<file path="src/rtl/pushbutton_irq_servicer.sv">
// Avalon-MM master servicing a 2-bit pushbutton PIO: programs its IRQ mask, reads and
// clears edge captures, and hands captured buttons out as a valid/ready event stream.
module pushbutton_irq_servicer #(
    parameter logic [1:0]  MASK_INIT      = 2'b11,
    parameter int unsigned HOLDOFF_CYCLES = 50000,
    parameter int unsigned CNT_W          = 16
) (
    input  logic        clk,
    input  logic        reset_n,
    input  logic        irq,
    output logic [1:0]  pio_address,
    output logic        pio_chipselect,
    output logic        pio_write_n,
    output logic [31:0] pio_writedata,
    input  logic [31:0] pio_readdata,
    input  logic        mask_update,
    input  logic [1:0]  mask_value,
    output logic        evt_valid,
    output logic        evt_id,
    input  logic        evt_ready,
    output logic        busy
);

    typedef enum logic [2:0] {
        S_MASK_WR,
        S_IDLE,
        S_RD_ADDR,
        S_RD_CAP,
        S_CLEAR,
        S_DISPATCH,
        S_HOLDOFF,
        S_FLUSH
    } state_t;

    localparam logic [1:0] ADDR_MASK = 2'd2;
    localparam logic [1:0] ADDR_EDGE = 2'd3;
    localparam logic [CNT_W-1:0] HOLD_LOAD =
        (HOLDOFF_CYCLES > 0) ? CNT_W'(HOLDOFF_CYCLES - 1) : '0;

    state_t             state_q, state_d;
    logic [1:0]         mask_q, mask_d;
    logic               upd_pend_q, upd_pend_d;
    logic [1:0]         pend_q, pend_d;
    logic [1:0]         served_q, served_d;
    logic [CNT_W-1:0]   cnt_q, cnt_d;

    logic [1:0]         addr_q, addr_d;
    logic               cs_q, cs_d;
    logic               wn_q, wn_d;
    logic [1:0]         wd_q, wd_d;
    logic               evt_valid_q, evt_valid_d;
    logic               evt_id_q, evt_id_d;
    logic               busy_q, busy_d;

    logic [1:0]         cap_masked;
    logic [1:0]         accept_bit;
    logic               mask_wr_done;
    logic               unused_rd;

    assign cap_masked = pio_readdata[1:0] & mask_q;
    assign accept_bit = evt_id_q ? 2'b10 : 2'b01;
    assign unused_rd  = ^pio_readdata[31:2];

    // Bus outputs lag the state they are decoded from by one register, so MASK_WR is
    // left only once its write is actually on the bus (this also covers reset exit).
    assign mask_wr_done = cs_q && !wn_q && (addr_q == ADDR_MASK);

    // State register
    always_ff @(posedge clk or negedge reset_n) begin
        if (!reset_n) begin
            state_q     <= S_MASK_WR;
            mask_q      <= MASK_INIT;
            upd_pend_q  <= 1'b0;
            pend_q      <= 2'b00;
            served_q    <= 2'b00;
            cnt_q       <= '0;
            addr_q      <= 2'd0;
            cs_q        <= 1'b0;
            wn_q        <= 1'b1;
            wd_q        <= 2'b00;
            evt_valid_q <= 1'b0;
            evt_id_q    <= 1'b0;
            busy_q      <= 1'b1;
        end else begin
            state_q     <= state_d;
            mask_q      <= mask_d;
            upd_pend_q  <= upd_pend_d;
            pend_q      <= pend_d;
            served_q    <= served_d;
            cnt_q       <= cnt_d;
            addr_q      <= addr_d;
            cs_q        <= cs_d;
            wn_q        <= wn_d;
            wd_q        <= wd_d;
            evt_valid_q <= evt_valid_d;
            evt_id_q    <= evt_id_d;
            busy_q      <= busy_d;
        end
    end

    // Next-state and datapath
    always_comb begin
        state_d    = state_q;
        mask_d     = mask_q;
        upd_pend_d = upd_pend_q;
        pend_d     = pend_q;
        served_d   = served_q;
        cnt_d      = cnt_q;

        if (state_q == S_MASK_WR && mask_wr_done) begin
            upd_pend_d = 1'b0;
        end
        // A new request always wins, even one arriving during the mask write itself.
        if (mask_update) begin
            mask_d     = mask_value;
            upd_pend_d = 1'b1;
        end

        case (state_q)
            S_MASK_WR: begin
                if (mask_wr_done) begin
                    state_d = S_IDLE;
                end
            end
            S_IDLE: begin
                if (upd_pend_q) begin
                    state_d = S_MASK_WR;
                end else if (irq) begin
                    state_d = S_RD_ADDR;
                end
            end
            S_RD_ADDR: begin
                state_d = S_RD_CAP;
            end
            S_RD_CAP: begin
                pend_d  = cap_masked;
                state_d = (cap_masked == 2'b00) ? S_IDLE : S_CLEAR;
            end
            S_CLEAR: begin
                served_d = pend_q;
                state_d  = S_DISPATCH;
            end
            S_DISPATCH: begin
                if (evt_valid_q && evt_ready) begin
                    pend_d = pend_q & ~accept_bit;
                    if ((pend_q & ~accept_bit) == 2'b00) begin
                        if (HOLDOFF_CYCLES == 0) begin
                            state_d = S_FLUSH;
                        end else begin
                            state_d = S_HOLDOFF;
                            cnt_d   = HOLD_LOAD;
                        end
                    end
                end
            end
            S_HOLDOFF: begin
                if (cnt_q == '0) begin
                    state_d = S_FLUSH;
                end else begin
                    cnt_d = cnt_q - 1'b1;
                end
            end
            S_FLUSH: begin
                served_d = 2'b00;
                state_d  = S_IDLE;
            end
            default: begin
                state_d = S_MASK_WR;
            end
        endcase
    end

    // Output decode from the upcoming state, registered
    always_comb begin
        addr_d      = 2'd0;
        cs_d        = 1'b0;
        wn_d        = 1'b1;
        wd_d        = 2'b00;
        evt_valid_d = 1'b0;
        evt_id_d    = 1'b0;
        busy_d      = (state_d != S_IDLE);

        case (state_d)
            S_MASK_WR: begin
                addr_d = ADDR_MASK;
                cs_d   = 1'b1;
                wn_d   = 1'b0;
                wd_d   = mask_d;
            end
            S_RD_ADDR: begin
                addr_d = ADDR_EDGE;
                cs_d   = 1'b1;
            end
            S_CLEAR: begin
                addr_d = ADDR_EDGE;
                cs_d   = 1'b1;
                wn_d   = 1'b0;
                wd_d   = pend_d;
            end
            S_DISPATCH: begin
                evt_valid_d = 1'b1;
                evt_id_d    = ~pend_d[0];
            end
            S_FLUSH: begin
                addr_d = ADDR_EDGE;
                cs_d   = 1'b1;
                wn_d   = 1'b0;
                wd_d   = served_d;
            end
            default: begin
                addr_d = 2'd0;
            end
        endcase
    end

    assign pio_address    = addr_q;
    assign pio_chipselect = cs_q;
    assign pio_write_n    = wn_q;
    assign pio_writedata  = {30'b0, wd_q};
    assign evt_valid      = evt_valid_q;
    assign evt_id         = evt_id_q;
    assign busy           = busy_q;

endmodule

</file>
<file path="config.mk">
export PLATFORM = sky130hd
export DESIGN_NAME = pushbutton_irq_servicer
export DESIGN_NICKNAME = d
export VERILOG_FILES = /design/src/rtl/pushbutton_irq_servicer.sv
export SDC_FILE = /design/constraint.sdc
export NUM_CORES = 1
export LEC_CHECK = 0
export ABC_AREA = 1
export BUFFER_PORTS_ARGS = -buffer_cell sky130_fd_sc_hd__buf_2
export CORE_MARGIN = 4
export CORE_UTILIZATION = 50
export CTS_CLUSTER_DIAMETER = 50
export CTS_CLUSTER_SIZE = 25
export DETAILED_ROUTE_END_ITERATION = 8
export PLACE_DENSITY = 0.8
export SLEW_MARGIN = 20
export SYNTH_ARGS = -nofsm -noshare
export SYNTH_HDL_FRONTEND = slang
export SYNTH_SLANG_ARGS = --single-unit
</file>
<file path="constraint.sdc">
create_clock -name clk -period 5.05 [get_ports clk]
set_clock_uncertainty 0.1 [all_clocks]
set_input_delay 0.2525 -clock clk [delete_from_list [all_inputs] [get_ports clk]]
set_output_delay 0.2525 -clock clk [all_outputs]
set_load 0.005 [all_outputs]
</file>
* Yosys cells after proc, flatten, opt, wreduce, memory -nomap -nowiden
Index checks and enable logic that the tools add are counted.
** Cells by class
- $add $sub $neg :: 1
- Equality and inequality tests :: 16
- Mux-type cells :: 25
- Bitwise operators :: 4
- Reductions and logical operators :: 16
** Operator list (count)
- 16-bit two-way mux :: 3
- 16-bit case mux with 2 select lines :: 1
- 3-bit case mux with 8 select lines :: 1
- 3-bit == test, second input constant :: 7
- 3-bit two-way mux :: 7
- 16-bit logical NOT :: 1
- 16-bit by 1-bit subtractor with 16-bit output, second input constant :: 1
- 2-bit case mux with 2 select lines :: 3
- 3-bit by 2-bit == test with 1-bit output, second input constant :: 3
- 3-bit logical NOT :: 2
- 1-bit two-way mux :: 6
- 2-bit two-way mux :: 3
- 2-bit inequality test, second input constant :: 3
- 2-bit case mux with 3 select lines :: 1
- 3-bit OR reduction :: 2
- 2-bit bitwise AND :: 2
- 1-bit logical AND :: 4
- 2-bit logical NOT :: 2
- 4-bit AND reduction :: 1
- 2-bit nonzero test :: 2
- 4-bit OR reduction :: 1
- 3-bit by 1-bit == test with 1-bit output, second input constant :: 1
- 3-bit by 1-bit inequality test with 1-bit output, second input constant :: 1
- 2-bit == test, second input constant :: 1
- other kinds (3) :: 3
** Storage, ports and cells
- Register bits :: 35
- Input port bits :: 39
- Output and inout bits :: 39
- Word-level logic and storage cells :: 75

* Longest topological paths before layout
- Depth in word-level cells :: 10
- Mapped depth :: 11
- Gate-level depth less buffers :: 10

* Worst setup path after synthesis
OpenSTA, ideal clock, no wires.
- Path kind :: register -> register
- Start point :: register cnt_q[0]
- End point :: register cnt_q[12]
- Library setup time :: 117 ps
- Arrival :: 1500 ps
- Required time :: 4833 ps
- Path slack :: 3333 ps
- Cell stages (with the launch flop) :: 11
- Buffers on the path :: 1
- Period minus slack after synthesis :: 1717 ps
- Cell sequence :: dfrtp_1 > inv_1 > ha_1 > nand2_2 > nor3_4 > nand3_4 > nand3_4 > inv_4 > buf_12 > nand3_1 > nand2_1
** On the way
- Word-level cells in the longest chain between the ends :: 3
- Elaborated cells on any way between the ends :: 6
- Classes of those cells :: add/sub: 1; eq/ne: 1; mux: 2; reduce/logical: 2
** Ends and longest elaborated chain
- start, declared :: RTL line 45 : logic [CNT_W-1:0] cnt_q, cnt_d;
- start signal, assigned :: RTL line 90 : cnt_q <= cnt_d;
- 16-bit by 1-bit subtractor with 16-bit output or 16-bit logical NOT (tied branches) :: RTL line 160, 157
- 16-bit two-way mux or 2-bit inequality test (tied branches)
- 16-bit case mux with 2 select lines or 4-bit AND reduction (tied branches)
Parallel ways exist; a longest one is shown, timed or not. The select of a mux whose other input is x is not followed.
A chain may end at the register's enable or synchronous reset.

* Worst setup path in the final report
- Start point :: register cnt_q[0]
- End point :: register cnt_q[0]
The elaborated chain is that of the path after synthesis.

==> impl_metrics.ini <==
[synthesis]
ys_types = 29
synth_area_mm2 = 0.002235
avgSynthCellArea_um2 = 7.732
synth_cells = 289
yosysSeqAreaShare_pct = 39.42
yosysWarnings = 0
ys_seq_elements = 35
yosysTopAreaCellShare_pct = 34.71
synth_area_leaders = dfrtp_1 35%, nand2_1 12%, buf_4 10%
yosysTopAreaCell = dfrtp_1

[global_routing]
grt_pass1_wl_um = 6803
overflow = 0
antenna_found_initial = 0
grtUsageTotal_pct = 15.63
grt_pass1_vias = 1577
grt_max_degree = 36

[route]
post_drt_via_cell_ratio = 4.771
drc = 0
wire_per_inst_um = 11.16
drtIter0Drc = 181
routed_wl_um = 4051
via_count = 1732
drt_pass1_iterations = 5
ant_nets = 0

[worst_setup_path]
worstSetupEndpointType = flip-flop
critPathLaunch = cnt_q[0]
r2r_start = cnt_q[0]
critPathKind = reg -> reg
worstPathRequired_ns = 5.12
cp_max_fo = 18
crit_arrival_ns = 2.08
startpoint_type = flip-flop

[clocking]
cts-htree-levels = 2
clkTransAtPathRegs_ns = 0.07
cts_made_buffers = 5
cts_root_buffer = clkbuf_8
cts_setup_buffers = 0
clk-insertion-delay-late_ns = 0.29
cts_tree = done
clockBufferDepth = 2
cts.sinks = 35

[finish]
drive_gt1_share_pct = 18.65
antenna_cells = 0
syn2layout_area_growth_pct = 6.439
final-instance-count-excl-fill = 363
n_fill_cell = 386
nets = 350

[pwr]
leakage_nw = 1.254
p_total_mw = 1.275
p_sw_mw = 0.5128
p_sw_share_pct = 40.21
p_comb_share_pct = 40.3
p_int_mw = 0.7626
irDropWorstVdd_v = 0.0001577
pwr-share-clk_pct = 23.3
power_frac_seq_pct = 36.3
power.density_mw_per_mm2 = 536.2

[sta]
setup_viol = 0
max_freq_ghz = 0.4971
finalHoldViolations = 0
rsz0062_at_grt = no
period_needed_ns = 2.012
worst_slew_pin_slew_ns = 0.7472
drv_slew = 0
maxSlewHeadroom_pct = 50.18
tns_ns = 0
period_share_pct = 39.83

[place]
hpwl_um = 3077
place_inst = 354
finalWeightedCongestion = 0.9175
portBuffers = 17

[floorplanning]
placeableCoreArea_mm2 = 0.004354
num_rows = 24
die_h_um = 74.85
io_pins = 78
dieWidth_um = 74.85
initial_core_util_pct = 51.32
die_area_mm2 = 0.005603

[run]
max-cap-violations = 0

[status]
outcome = completed

[min_path]
min_from = mask_value[1]
min_path_type = in -> reg
## final timing paths
| kind | slack, ns | cells after the start | endpoint |
|---|---|---|---|
| max in group asynchronous | 3.90 | 2 | pio_chipselect |
| min in group asynchronous | 0.47 | 2 | served_q[0] |
| worst min-delay path | 0.08 | 3 | mask_q[1] |
| worst max register to register | 3.04 | 9 | cnt_q[0] |
| worst min register to register | 0.38 | 2 | served_q[1] |
| worst max-delay path | 3.04 | 9 | cnt_q[0] |
## cell type report
| type | count | area (um2) | share of cell area (%) |
|---|---|---|---|
| inverter | 30 | 115.1 | 4.840 |
| sequential | 35 | 880.8 | 37.03 |
| multi-input combinational | 220 | 1090 | 45.82 |
| clock inverter | 2 | 60.06 | 2.525 |
| timing repair buffer | 18 | 95.09 | 3.998 |
| tap | 52 | 65.06 | 2.735 |
| clock buffer | 6 | 72.57 | 3.051 |
## cells in the mapped netlist
cell,number
nand2_1,69
nor2_1,38
buf_4,31
dfrtp_1,31
inv_1,22
nand3_1,21
xor2_1,9
o21ai_2,8
inv_2,7
o21ai_0,7
a21oi_1,6
o21ai_1,6
nor3_1,5
dfstp_2,4
nand2_2,4
nor2_4,4
nand4_1,3
nand3_4,2
nand3b_1,2
a21oi_2,1
buf_12,1
buf_2,1
conb_1,1
ha_1,1
inv_4,1
nand3_2,1
nor2_2,1
nor3_4,1
xnor2_1,1
## metrics by stage
| step | area [um2] | hold slack [ns] | utilization (%) | setup slack (ns) |
|---|---|---|---|---|
| 2_1_floorplan | 2344 | -0.1431 | - | 3.333 |
| 3_3_place_gp | 2236 | 0.2674 | 51.35 | 3.070 |
| 3_5_place_dp | 2236 | 0.2705 | 51.35 | 3.043 |
| 4_1_cts | 2379 | 0.07750 | 54.63 | 3.029 |
| 5_1_grt | 2379 | 0.08910 | 54.63 | 2.872 |
| 6_report | 2379 | 0.08353 | 54.63 | 3.038 |
## worst max-delay path, stage by stage, from the launching register on
cell	delay [ns]
dfrtp_1	0.40
inv_1	0.13
ha_1	0.29
nand2_2	0.13
nor3_4	0.16
nand3_4	0.13
nand3_4	0.20
inv_4	0.14
o21ai_0	0.13
o21ai_2	0.08
## power by group through the flow
stage	combinational (mW)	clock [mW]	sequential [mW]
2_1_floorplan	0.429	0	0.454
3_3_place_gp	0.498	0	0.463
3_5_place_dp	0.513	0	0.465
4_1_cts	0.517	0.304	0.461
5_1_grt	0.588	0.318	0.477
6_report	0.515	0.297	0.463
## sequential cells by signal, indices dropped and copies added, names as in the netlist
register	count
pend_q	2
pio_address	2
evt_id	1
busy	1
mask_q	2
pio_write_n	1
upd_pend_q	1
state_q	3
evt_valid	1
wd_q	2
served_q	2
pio_chipselect	1
cnt_q	16
## kinds of logic after synthesis
logic type,after synthesis,synth area share [%]
and+or+nand+nor,151,31.47
buffers and inverters,63,16.69
DFF,35,39.42
AOI/OAI and AO/OA,28,7.783
xor gates and xnor gates,10,3.920
adders and majority gates,1,0.5598
other,1,0.1678
## per-layer routing
layer,routed length [um],GRT usage [%],vias up,part of all wire [%]
li1,-,-,891,-
met1,1770,20.34,771,44
met2,1961,25.34,58,48
met3,218,3.605,12,5.4
met4,100,5.929,0,2.5
met5,0,0,-,0
## cells in the final DEF, fill, tap and decap left out
cell type	synthesis	layout
nor3_1	5	5
nor2_1	38	38
nand2_2	4	4
nand4_1	3	3
clkbuf_1	0	1
nand2_1	69	69
ha_1	1	1
nand3_4	2	2
nor3_4	1	1
inv_2	7	7
a21oi_1	6	6
o21ai_2	8	8
nand3_1	21	21
nand3_2	1	1
clkbuf_8	0	5
inv_4	1	1
bufinv_16	0	2
dfstp_2	4	4
dfrtp_1	31	31
nor2_2	1	1
xor2_1	9	9
dlygate4sd3_1	0	1
conb_1	1	30
xnor2_1	1	1
o21ai_0	7	7
inv_1	22	22
o21ai_1	6	6
buf_2	1	17
nand3b_1	2	2
nor2_4	4	4
a21oi_2	1	1
## what timing repair did
item / CTS / global route
hold buffers: 1 / 0
hold endpoints to repair: 31 / 0
resized for setup: 0 / 0
Note: power is estimated with default switching activity, not from simulation.
